--- config.mk ---
export PLATFORM = sky130hd
export DESIGN_NAME = demux_stream_router
export DESIGN_NICKNAME = d
export VERILOG_FILES = /design/src/rtl/demux_pkg.sv /design/src/rtl/demux_chan_fifo.sv /design/src/rtl/demux_stream_router.sv
export SDC_FILE = /design/constraint.sdc
export NUM_CORES = 1
export LEC_CHECK = 0
export BUFFER_PORTS_ARGS = -buffer_cell sky130_fd_sc_hd__buf_2
export CAP_MARGIN = 20
export CORE_MARGIN = 4
export CORE_UTILIZATION = 58
export DETAILED_ROUTE_END_ITERATION = 6
export HOLD_SLACK_MARGIN = 0.02
export PLACE_DENSITY = 0.79
export SETUP_SLACK_MARGIN = 0.4
export SYNTH_ARGS = -nofsm -noshare
export SYNTH_HDL_FRONTEND = slang
export SYNTH_SLANG_ARGS = --single-unit
--- constraint.sdc ---
create_clock -name clk -period 5.35 [get_ports clk]
set_clock_uncertainty 0.2 [all_clocks]
set_input_delay 1.07 -clock clk [delete_from_list [all_inputs] [get_ports clk]]
set_output_delay 1.07 -clock clk [all_outputs]
set_load 0.01 [all_outputs]
--- src/rtl/demux_pkg.sv ---
// Shared types and helpers for the four-channel stream router.
// Channel count, select type and one-hot select decode.
// No logic; no latency or backpressure of its own.
package demux_pkg;

    localparam int NUM_CH = 4;

    typedef logic [1:0] sel_t;

    function automatic logic [NUM_CH-1:0] sel_onehot(input sel_t sel);
        sel_onehot = 4'b0001 << sel;
    endfunction

endpackage

--- src/rtl/demux_chan_fifo.sv ---
// Per-channel synchronous FIFO, DEPTH entries (power of two, >= 2).
// Latency: push at edge N is visible on head_data after edge N; no fall-through.
// Backpressure: push ignored when full, pop ignored when empty; head holds last popped word when empty.
module demux_chan_fifo #(
    parameter int DATA_W = 8,
    parameter int DEPTH  = 2
) (
    input  logic              clk,
    input  logic              rst,
    input  logic              push,
    input  logic [DATA_W-1:0] push_data,
    input  logic              pop,
    output logic              full,
    output logic              empty,
    output logic [DATA_W-1:0] head_data
);

    localparam int AW = $clog2(DEPTH);
    localparam logic [AW:0] FULL_CNT = (AW + 1)'(DEPTH);

    logic [DATA_W-1:0] mem_q [DEPTH];
    logic [AW-1:0]     wr_ptr_q, rd_ptr_q;
    logic [AW:0]       cnt_q, cnt_d;
    logic [DATA_W-1:0] last_q;
    logic              do_push, do_pop;

    assign full    = (cnt_q == FULL_CNT);
    assign empty   = (cnt_q == '0);
    assign do_push = push & ~full;
    assign do_pop  = pop & ~empty;

    // Once drained, keep presenting the word that last left rather than a stale slot.
    assign head_data = empty ? last_q : mem_q[rd_ptr_q];

    always_comb begin
        cnt_d = cnt_q;
        case ({do_push, do_pop})
            2'b10:   cnt_d = cnt_q + (AW + 1)'(1);
            2'b01:   cnt_d = cnt_q - (AW + 1)'(1);
            default: cnt_d = cnt_q;
        endcase
    end

    always_ff @(posedge clk or posedge rst) begin
        if (rst) begin
            for (int i = 0; i < DEPTH; i++) begin
                mem_q[i] <= '0;
            end
            wr_ptr_q <= '0;
            rd_ptr_q <= '0;
            cnt_q    <= '0;
            last_q   <= '0;
        end else begin
            if (do_push) begin
                mem_q[wr_ptr_q] <= push_data;
                wr_ptr_q        <= wr_ptr_q + AW'(1);
            end
            if (do_pop) begin
                last_q   <= mem_q[rd_ptr_q];
                rd_ptr_q <= rd_ptr_q + AW'(1);
            end
            cnt_q <= cnt_d;
        end
    end

endmodule

--- src/rtl/demux_stream_router.sv ---
// Routes a select-tagged stream into four per-channel FIFOs; en=0 words are dropped and counted.
// Latency: one edge from accept to channel head. Optional head parity via DEMUX_PARITY_EN.
// Backpressure: in_ready = ~full[in_sel] when enabled, else 1; never depends on out_ready.
module demux_stream_router
    import demux_pkg::*;
#(
    parameter int DATA_W     = 8,
    parameter int DEPTH      = 2,
    parameter int DROP_CNT_W = 8
) (
    input  logic                       clk,
    input  logic                       rst,
    input  logic                       in_valid,
    output logic                       in_ready,
    input  logic [DATA_W-1:0]          in_data,
    input  logic [1:0]                 in_sel,
    input  logic                       in_en,
    output logic [NUM_CH-1:0]          out_valid,
    input  logic [NUM_CH-1:0]          out_ready,
    output logic [NUM_CH*DATA_W-1:0]   out_data,
    output logic [DROP_CNT_W-1:0]      drop_cnt
`ifdef DEMUX_PARITY_EN
    ,
    output logic [NUM_CH-1:0]          out_par
`endif
);

`ifdef DEMUX_PARITY_EN
    localparam int FW = DATA_W + 1;
`else
    localparam int FW = DATA_W;
`endif

    logic [FW-1:0]         push_word;
    logic [FW-1:0]         head_w [NUM_CH];
    logic [NUM_CH-1:0]     full, empty, push, pop, sel_oh;
    logic                  accept;
    logic [DROP_CNT_W-1:0] drop_q, drop_d;

`ifdef DEMUX_PARITY_EN
    assign push_word = {^in_data, in_data};
`else
    assign push_word = in_data;
`endif

    assign sel_oh   = sel_onehot(sel_t'(in_sel));
    assign in_ready = in_en ? ~full[in_sel] : 1'b1;
    assign accept   = in_valid & in_ready;
    assign drop_cnt = drop_q;

    genvar k;
    generate
        for (k = 0; k < NUM_CH; k++) begin : g_ch
            assign push[k]      = accept & in_en & sel_oh[k];
            assign pop[k]       = out_ready[k] & ~empty[k];
            assign out_valid[k] = ~empty[k];
            assign out_data[k*DATA_W +: DATA_W] = head_w[k][DATA_W-1:0];
`ifdef DEMUX_PARITY_EN
            assign out_par[k]   = head_w[k][DATA_W];
`endif

            demux_chan_fifo #(
                .DATA_W (FW),
                .DEPTH  (DEPTH)
            ) u_fifo (
                .clk       (clk),
                .rst       (rst),
                .push      (push[k]),
                .push_data (push_word),
                .pop       (pop[k]),
                .full      (full[k]),
                .empty     (empty[k]),
                .head_data (head_w[k])
            );
        end
    endgenerate

    always_comb begin
        drop_d = drop_q;
        if (accept && !in_en && (drop_q != '1)) begin
            drop_d = drop_q + DROP_CNT_W'(1);
        end
    end

    always_ff @(posedge clk or posedge rst) begin
        if (rst) begin
            drop_q <= '0;
        end else begin
            drop_q <= drop_d;
        end
    end

endmodule

==> results of run 1 <==
## cell usage after synthesis, types with 3 or more instances
cell type / count
nor2_1: 41
buf_1: 8
ha_1: 5
nand2_1: 41
or2_2: 7
mux2_4: 8
inv_1: 10
o21ai_0: 32
nor2b_1: 3
mux2_2: 57
xor2_1: 8
nand3_1: 4
xnor2_1: 18
clkbuf_1: 11
a21oi_1: 35
mux2i_1: 32
dfrtp_1: 120
## worst max path at each step
stage	endpoint	slack [ns]	depth (start not counted)
4_1_cts	out_data[26]	2.21	3
6_report	in_ready	2.22	6
3_3_place_gp	in_ready	2.26	6
3_5_place_dp	in_ready	2.23	6
2_1_floorplan	drop_cnt[0]	0.89	1
5_1_grt	in_ready	2.15	6
## power groups by stage
stage	clock [mW]	sequential [mW]	combinational, mW
finish	1.17	1.67	1.55
floorplan	0	1.55	1.16
CTS	1.18	1.67	1.57
detailed placement	0	1.67	1.54
global route	1.23	1.74	1.73
global placement	0	1.64	1.49
## layout make-up
| cell class | count | area (sq um) | area share, % |
|---|---|---|---|
| clock buffer | 17 | 414 | 6.50 |
| clock inverter | 15 | 203 | 3.18 |
| inverter | 10 | 40.0 | 0.628 |
| multi-input combinational | 310 | 2240 | 35.1 |
| sequential | 120 | 3000 | 47.1 |
| tap | 108 | 135 | 2.12 |
| timing repair buffer | 64 | 345 | 5.42 |
## tightest hold or removal path, delay by kind of cell, from the launching register on
kind | cells | cell delay [ns]
simple gates | 1 | 0.04
flops | 1 | 0.34
compound gates | 1 | 0.06
## per-layer routing
metal	GRT usage, %	routed length, um
met1	28.8	4980
met4	8.83	239
met2	35.5	5420
met3	4.90	551
met5	0	0
## logic make-up after synthesis
group | count (synthesis)
flip-flops | 120
AND/OR/NAND/NOR | 112
multiplexers | 97
AO/OA/AOI/OAI | 70
buffers and inverters | 31
XOR/XNOR | 26
adder cells (fa/ha/maj) | 5
## stage by stage
| stage | cells | util, % | area [sq um] | hold slack, ns |
|---|---|---|---|---|
| global route | 644 | 72.1 | 6380 | 0.309 |
| floorplan | 461 | - | 5360 | 0.248 |
| CTS | 643 | 71.7 | 6350 | 0.284 |
| finish | 644 | 72.1 | 6380 | 0.277 |
| global placement | 611 | 64.8 | 5730 | 0.262 |
| detailed placement | 611 | 64.8 | 5730 | 0.270 |
## registers in the layout, indices dropped and copies added (netlist names)
register	count
g_ch.u_fifo.mem_q	64
g_ch.u_fifo.last_q	32
drop_cnt	8
g_ch.u_fifo.cnt_q	8
g_ch.u_fifo.rd_ptr_q	4
g_ch.u_fifo.wr_ptr_q	4
==> results.py, run 1 <==
metrics = {
    "outcome": {
        "status": "complete, no violations",
    },
    "floorplan": {
        "die_height_um": 104,
        "initial_core_util_pct": 60.6,
        "top_level_ports": 63,
        "fp.dieArea_sq_mm": 0.0109,
        "design.core.area_sq_mm": 0.00885,
        "rows": 34,
        "dieWidth_um": 104,
    },
    "power": {
        "pwr-share-clk_pct": 26.6,
        "power_density_mw_per_mm2": 689,
        "p_int_mw": 2.84,
        "swShare_pct": 35.3,
        "seqPwrFrac_pct": 38.1,
        "ir_drop_mv": 0.413,
        "power_mw": 4.39,
        "switching_power_mw": 1.55,
        "p_comb_share_pct": 35.3,
        "leakagePower_nw": 3.08,
    },
    "synthesis": {
        "synth_compound_area_share_pct": 6.60,
        "synthTopCellsByArea": "dfrtp_1, mux2_2, mux2i_1",
        "synth_edf_count": 0,
        "synth_mux_area_share_pct": 20.2,
        "netlist_instances": 461,
        "ys_async_sr_fraction_pct": 100,
        "yosys.area.top_type": "dfrtp_1",
        "synth_area_sq_mm": 0.00536,
        "synth-seq-area-share_pct": 56.0,
        "synthAdderAreaFrac_pct": 1.17,
        "synth_flop_cell": "dfrtp_1",
        "synth.yosys.warnings": 0,
        "synth_xor_area_share_pct": 4.25,
        "synth.avg_cell_area_sq_um": 11.6,
        "synth_top_family_by_area": "multiplexers",
        "synth_cell_types": 35,
        "syn_nets": 484,
        "synth-simple-area-share_pct": 9.49,
        "ys_ff_latch": 120,
        "synth.top_cell.area_share_pct": 56.0,
    },
    "clocking": {
        "h-tree-depth": 4,
        "cts_tree": "done",
        "clk_latency_ns": 0.50,
        "cts.sinks": 120,
        "clockRootBuffer": "clkbuf_8",
        "cts_buffer_depth": 2,
        "post_cts.repair.setup_buffers": 0,
        "numCtsBuffers": 17,
        "postCtsResizedCells": 0,
        "cts_hold_buf": 0,
        "clk_pin_slew_ns": 0.06,
    },
    "setup_path": {
        "path_buf_inv": 2,
        "crit_start": "in_sel[1]",
        "r2r_setup_slack_ns": 2.91,
        "reg2regPathDepth": 6,
        "crit_path_max_fanout": 8,
        "crit-reg2reg-launch": "g_ch[0].u_fifo.cnt_q[0]",
        "end_kind": "output port",
        "max_stage_delay_ns": 0.19,
        "crit_chain": "buf_2 -> nor3b_1 -> a211oi_1 -> a31oi_1 -> nand3_1 -> buf_2",
        "r2r_end": "g_ch[0].u_fifo.cnt_q[1]",
        "criticalPathCategory": "in2out",
        "crit_path_top_delay_cell": "nor3b_1",
        "cpLargestDelayFamily": "buffers and inverters",
        "cp_common_cell": "buf_2",
        "cp.arrival_ns": 1.86,
        "start_kind": "input port",
        "cp.required_ns": 4.08,
    },
    "placed_design": {
        "post-place-ws_ns": 2.23,
        "routabilityCongestion": 0.764,
        "portBuffers": 62,
        "place_hpwl_mm": 7.20,
    },
    "sta": {
        "rsz0062_at_grt": "false",
        "final.setup.tns_ns": 0,
        "fin_ws_ns": 2.22,
        "fmaxAchievable_mhz": 319,
        "hold_viol": 0,
        "fin_crit_ns": 3.13,
        "slew_viol_final": 0,
        "finalSetupViolations": 0,
        "worstMarginPinSlew_ns": 0.795,
        "min_period_over_period_pct": 58.6,
        "max_slew_margin_pct": 46.8,
    },
    "route": {
        "num_vias": 3529,
        "viasPerCell": 5.48,
        "wl_mm": 11.2,
        "drt_iter0_drc": 185,
        "dr.pass1.iters": 5,
        "ant_nets": 0,
        "wl_per_cell_um": 17.4,
        "remaining_drc_errors": 0,
    },
    "grt": {
        "grt_antenna_before_repair": 0,
        "grt_max_degree": 89,
        "grt_use_total_pct": 21.9,
        "globalRoute.totalOverflow": 0,
        "grt_pass1_wl_mm": 18.8,
        "grt_pass1_vias": 3720,
    },
    "finish": {
        "final_cell_mix": "dfrtp_1, buf_2, mux2_2, nand2_1, nor2_1",
        "antenna_cells": 0,
        "drive_gt1_share_pct": 32.1,
        "nNetsFinal": 546,
        "nFillCells": 610,
        "area_delta_synth_final_pct": 18.9,
        "final_common_cell": "dfrtp_1",
    },
    "min_path": {
        "min-delay-start": "g_ch[0].u_fifo.last_q[4]",
        "worstHoldPathCells": 2,
        "hold_path.class": "reg2reg",
        "whs_endpoint": "g_ch[0].u_fifo.last_q[4]",
    },
    "flow_run": {
        "drv_cap": 0,
    },
}
No activity file was read; power rests on OpenSTA's default activity.
==> inputs of run 2 (changes only) <==
ABC_AREA = 1   (was not set)
CORE_UTILIZATION = 59   (was 58)
PLACE_DENSITY = 0.8   (was 0.79)
clock period = 3.25 ns   (was 5.35 ns; I/O delays follow)
==> run 2 against run 1 <==
- count of clock-buffer cells in the layout is 5 higher
- combinational power grew 68%
- critical path depth decreased by 2
- largest cell class unchanged
- sequential share of layout area down 2.7 points
- final area is 6.2% higher
- routed wire length up 14%
- total power increased by 60%
- worst setup slack worse by 1.7 ns
- global-route usage increased by 2.2 points
- critical endpoint is now out_data[15]
- clock power is 52% higher
- largest power group unchanged
- via count increased by 35%
==> results.py, run 2 <==
metrics = {
    "synthesis": {
        "synthTopCellsByArea": "dfrtp_1, nand2_1, o21ai_0",
        "ys_async_sr_fraction_pct": 100,
        "syn_nets": 720,
        "netlist_instances": 697,
        "synth-seq-area-share_pct": 51.9,
        "yosys.area.top_type": "dfrtp_1",
        "ys_ff_latch": 120,
        "synth_common_cells": "nand2_1, dfrtp_1, o21ai_0, inv_1, nand4_1",
        "synth_area_sq_mm": 0.00579,
        "synth.yosys.warnings": 0,
        "synth_flop_cell": "dfrtp_1",
        "synth.top_cell.area_share_pct": 51.9,
        "synth.avg_cell_area_sq_um": 8.30,
        "synth_edf_count": 0,
        "yosysMostFrequentCell": "nand2_1",
        "synth_cell_types": 28,
    },
    "route": {
        "wl_mm": 12.8,
        "dr.pass1.iters": 5,
        "num_vias": 4780,
        "viasPerCell": 5.32,
        "ant_nets": 0,
        "wl_per_cell_um": 14.2,
        "remaining_drc_errors": 0,
        "drt_iter0_drc": 299,
    },
    "setup_path": {
        "cp.required_ns": 2.40,
        "end_kind": "output port",
        "start_kind": "flop",
        "crit_path_max_fanout": 16,
        "criticalPathCategory": "reg2out",
        "cp.arrival_ns": 1.91,
    },
    "placed_design": {
        "post-place-ws_ns": 0.823,
        "place_hpwl_mm": 8.65,
        "portBuffers": 62,
        "routabilityCongestion": 0.851,
    },
    "floorplan": {
        "fp.dieArea_sq_mm": 0.0115,
        "die_height_um": 107,
        "initial_core_util_pct": 61.7,
        "dieWidth_um": 107,
        "top_level_ports": 63,
        "rows": 35,
        "design.core.area_sq_mm": 0.00937,
    },
    "sta": {
        "worstMarginPinSlew_ns": 0.862,
        "fin_crit_ns": 2.76,
        "fin_ws_ns": 0.494,
        "fmaxAchievable_mhz": 363,
        "final.setup.tns_ns": 0,
        "finalSetupViolations": 0,
        "min_period_over_period_pct": 84.8,
        "hold_viol": 0,
        "rsz0062_at_grt": "false",
        "max_slew_margin_pct": 42.3,
        "slew_viol_final": 0,
    },
    "clocking": {
        "numCtsBuffers": 17,
        "clockRootBuffer": "clkbuf_8",
        "cts_tree": "done",
        "clk_latency_ns": 0.51,
        "cts_buffer_depth": 2,
        "h-tree-depth": 4,
        "clk_pin_slew_ns": 0.06,
        "cts.sinks": 120,
    },
    "grt": {
        "met2_usage_pct": 37.9,
        "gr-max-usage-layer": "met2",
        "grt_antenna_before_repair": 0,
        "met3_usage_pct": 6.38,
        "grt_max_degree": 66,
        "grt_pass1_wl_mm": 22.0,
        "grt_use_total_pct": 24.1,
        "globalRoute.totalOverflow": 0,
        "grt_pass1_vias": 4641,
        "use_met1_pct": 32.6,
    },
    "finish": {
        "top_regs": "g_ch.u_fifo.mem_q (64), g_ch.u_fifo.last_q (32)",
        "area_delta_synth_final_pct": 17.0,
        "drive_gt1_share_pct": 17.7,
        "antenna_cells": 0,
        "largest_reg_flops": 64,
        "final_common_cell": "nand2_1",
        "nNetsFinal": 781,
        "final_cell_mix": "nand2_1, dfrtp_1, o21ai_0, inv_1, buf_2",
        "top_register": "g_ch.u_fifo.mem_q",
    },
    "flow_run": {
        "drv_cap": 0,
    },
    "min_path": {
        "hold_path.class": "in2reg",
    },
    "power": {
        "ir_drop_mv": 0.579,
        "leakagePower_nw": 3.50,
        "power_density_mw_per_mm2": 1040,
    },
    "outcome": {
        "status": "complete, no violations",
    },
}
==> run 2: cell types whose count changed after synthesis, sizes merged, moves of 10 or more <==
cell / delta
o21ai: +66
inv: +63
nand4: +34
clkinv: +10
a21oi: -16
nor2: -15
nand2: +199
mux2i: -32
mux2: -56
==> run 2: what timing repair did <==
| action | in CTS | in global routing |
|---|---|---|
| resized for setup | 1 | 2 |
| endpoints found under the setup margin | 1 | 3 |
| hold buffers | 1 | 0 |
| endpoints found under the hold margin | 18 | 0 |
| buffers inserted | 0 | 0 |
==> run 2: worst max-delay path: stages (launching register included) <==
cell and delay, ns:
dfrtp_1 0.64, mux2_2 0.42, nand2_1 0.06, o21ai_0 0.11, buf_2 0.16
==> run 2: layer usage <==
metal  share of wire, %  wire length [um]  vias to the layer above
met1                 44              5620                     2261
li1                   -                 -                     2350
met3                6.1               784                       23
met5                  0                 0                        -
met4                1.6               198                        0
met2                 48              6150                      146
==> run 2: final timing paths <==
check,endpoint,startpoint,slack [ns],cells after the start
min in group asynchronous,g_ch[3].u_fifo.last_q[0],rst,0.52,3
hold reg to reg,g_ch[2].u_fifo.mem_q[5],g_ch[2].u_fifo.mem_q[5],0.27,2
setup reg to reg,g_ch[0].u_fifo.cnt_q[1],g_ch[0].u_fifo.cnt_q[0],0.78,9
setup / recovery,out_data[15],g_ch[1].u_fifo.rd_ptr_q,0.49,4
hold / removal,g_ch[2].u_fifo.rd_ptr_q,out_ready[2],0.23,3
max in group asynchronous,g_ch[2].u_fifo.mem_q[10],rst,1.65,4
==> run 2: per-stage QoR <==
stage                     hold slack, ns  cell area (sq um)  utilization, %  power (mW)  std cells
after floorplan                    0.236               5790               -        4.38        697
after global placement             0.249               6190            66.0        5.11        867
after detailed placement           0.258               6190            66.0        5.24        867
after CTS                          0.217               6770            72.2        7.07        898
after global routing               0.230               6770            72.2        7.62        898
final                              0.231               6770            72.2        7.04        898
==> run 2: area by class of cell <==
| class | count | area [sq um] |
|---|---|---|
| clock inverter | 8 | 96.3 |
| inverter | 83 | 320 |
| multi-input combinational | 465 | 2310 |
| timing repair buffer | 71 | 405 |
| tap | 129 | 161 |
| clock buffer | 22 | 473 |
| sequential | 120 | 3000 |
| fill | 702 | 2600 |
==> run 2: logic make-up (layout without fill, tap and decap cells) <==
family,Yosys count,count (layout),synth area share [%]
flops,120,120,51.9
simple gates,317,317,23.4
buf+inv,112,184,8.17
fa+ha+maj,5,5,1.08
compound gates,118,118,11.3
mux,9,9,1.75
xor+xnor,16,16,2.42
==> run 2: power by group <==
part	leakage, nW	total (mW)	internal (mW)	switching (mW)
clock	0.282	1.78	1.16	0.623
combinational	1.72	2.61	1.01	1.60
sequential	1.50	2.65	2.18	0.465
==> inputs of run 3 (changes only) <==
clock period = 2.9 ns   (was 3.25 ns; I/O delays follow)
==> run 3 against run 2 <==
- worst setup slack worse by 0.041 ns
- utilization up 0.76 points
- register-to-register slack worse by 0.15 ns
- largest cell class unchanged
- critical endpoint is now out_data[11]
- critical path depth unchanged
- first-iteration DRC count rose by 1.7%
- hold slack worse by 0.22 ns
- count of clock-buffer cells in the layout unchanged
==> results.py, run 3 (same netlist as run 2, synthesis figures left out) <==
metrics = {
    "clocking": {
        "cts_buffer_depth": 2,
        "cts.sinks": 120,
        "clk_latency_ns": 0.51,
        "numCtsBuffers": 17,
        "clockRootBuffer": "clkbuf_8",
        "cts_hold_buf": 0,
        "cts_tree": "done",
        "h-tree-depth": 4,
        "clk_pin_slew_ns": 0.06,
    },
    "sta": {
        "max_slew_margin_pct": 52.2,
        "fmaxAchievable_mhz": 409,
        "fin_ws_ns": 0.453,
        "final.setup.tns_ns": 0,
        "rsz0062_at_grt": "true",
        "slew_viol_final": 0,
        "worstMarginPinSlew_ns": 0.717,
        "hold_viol": 0,
        "min_period_over_period_pct": 84.4,
        "finalSetupViolations": 0,
        "fin_crit_ns": 2.45,
    },
    "route": {
        "top_layer": "met4",
        "drt_iter0_drc": 304,
        "wl_met2_mm": 6.11,
        "wl_per_cell_um": 14.4,
        "dr.pass1.iters": 5,
        "wl_mm": 13.0,
        "remaining_drc_errors": 0,
        "wl_met1_mm": 5.71,
        "num_vias": 4837,
        "viasPerCell": 5.34,
        "ant_nets": 0,
        "wl_met3_um": 761,
    },
    "grt": {
        "grt_max_degree": 121,
        "grt_pass1_wl_mm": 21.9,
        "grt_use_total_pct": 23.8,
        "grt_antenna_before_repair": 0,
        "globalRoute.totalOverflow": 0,
        "grt_pass1_vias": 4613,
    },
    "finish": {
        "largest_reg_flops": 64,
        "top_register": "g_ch.u_fifo.mem_q",
        "final_common_cell": "nand2_1",
        "drive_gt1_share_pct": 19.8,
        "antenna_cells": 0,
        "top_regs": "g_ch.u_fifo.mem_q (64), g_ch.u_fifo.last_q (32)",
        "final_cell_mix": "nand2_1, dfrtp_1, o21ai_0, inv_1, buf_2",
        "nNetsFinal": 789,
        "fin_area_sq_mm": 0.00684,
        "area_delta_synth_final_pct": 18.2,
    },
    "floorplan": {
        "design.core.area_sq_mm": 0.00937,
        "initial_core_util_pct": 61.7,
        "rows": 35,
        "top_level_ports": 63,
        "fp.dieArea_sq_mm": 0.0115,
        "die_height_um": 107,
        "dieWidth_um": 107,
    },
    "min_path": {
        "hold_path.class": "in2async",
    },
    "power": {
        "switching_power_mw": 3.10,
        "leakagePower_nw": 3.54,
        "pwr-share-clk_pct": 23.7,
        "power_density_mw_per_mm2": 1170,
        "ir_drop_mv": 0.564,
        "p_comb_share_pct": 39.4,
        "swShare_pct": 38.6,
        "p_int_mw": 4.92,
        "seqPwrFrac_pct": 36.9,
    },
    "setup_path": {
        "cp.arrival_ns": 1.67,
        "max_stage_delay_ns": 0.42,
        "crit_path_top_delay_cell": "dfrtp_1",
        "criticalPathCategory": "reg2out",
        "cpLargestDelayFamily": "flip-flops",
        "start_kind": "flop",
        "crit_path_max_fanout": 18,
        "cp.required_ns": 2.12,
        "end_kind": "output port",
        "crit_chain": "nor2_1 -> inv_4 -> o21ai_0 -> buf_2",
        "path_buf_inv": 2,
    },
    "placed_design": {
        "portBuffers": 62,
        "place_hpwl_mm": 8.57,
        "dpl_cell_area_sq_mm": 0.00617,
        "routabilityCongestion": 0.806,
        "post-place-ws_ns": 0.507,
    },
    "flow_run": {
        "drv_cap": 0,
    },
    "outcome": {
        "status": "complete, no violations",
    },
}
## run 3: per-layer routing
layer,track usage (%),vias up
met5,0,-
met4,11.0,0
met3,5.84,40
met2,37.2,160
met1,31.5,2272
li1,-,2365
## run 3: tightest hold or removal path: stages
cell	delay, ns
buf_2	0.11
clkinvlp_4	0.07
buf_12	0.43
## run 3: worst paths after layout
path / end / depth (start not counted) / startpoint / slack (ns)
max reg2reg: g_ch[0].u_fifo.cnt_q[1] / 8 / g_ch[0].u_fifo.cnt_q[0] / 0.63
min: g_ch[3].u_fifo.last_q[4] / 3 / rst / 0.01
max in group asynchronous: g_ch[2].u_fifo.rd_ptr_q / 3 / rst / 1.93
min in group clk: g_ch[3].u_fifo.rd_ptr_q / 3 / out_ready[3] / 0.19
min reg2reg: g_ch[0].u_fifo.mem_q[0] / 2 / g_ch[0].u_fifo.mem_q[0] / 0.27
max: out_data[11] / 4 / g_ch[1].u_fifo.cnt_q[0] / 0.45
## run 3: final cells by class
class | instances | area, sq um
Clock buffer | 22 | 463
Clock inverter | 8 | 73.8
Fill cell | 706 | 2530
Inverter | 83 | 327
Multi-Input combinational cell | 465 | 2330
Sequential cell | 120 | 3010
Tap cell | 129 | 161
Timing Repair Buffer | 79 | 474
## run 3: power groups by stage
| stage | registers [mW] | clock network [mW] | logic (mW) |
|---|---|---|---|
| detailed placement | 2.98 | 0 | 2.88 |
| floorplan | 2.77 | 0 | 2.14 |
| global route | 3.04 | 2.00 | 3.60 |
| global placement | 2.94 | 0 | 2.77 |
| finish | 2.96 | 1.90 | 3.16 |
| CTS | 2.98 | 1.92 | 2.94 |
## run 3: metrics by stage
stage,std cells,utilization (%),hold WS (ns),total power [mW]
after floorplan,697,-,0.236,4.91
after global placement,867,65.9,0.250,5.70
after detailed placement,867,65.9,0.259,5.87
after CTS,897,71.7,0.0789,7.84
after global routing,906,73.0,0.117,8.64
final,906,73.0,0.0107,8.01
## run 3: timing repair
item,4_1_cts,5_1_grt
buffers inserted,0,9
endpoints found under the setup margin,32,23
gates resized for setup,8,24
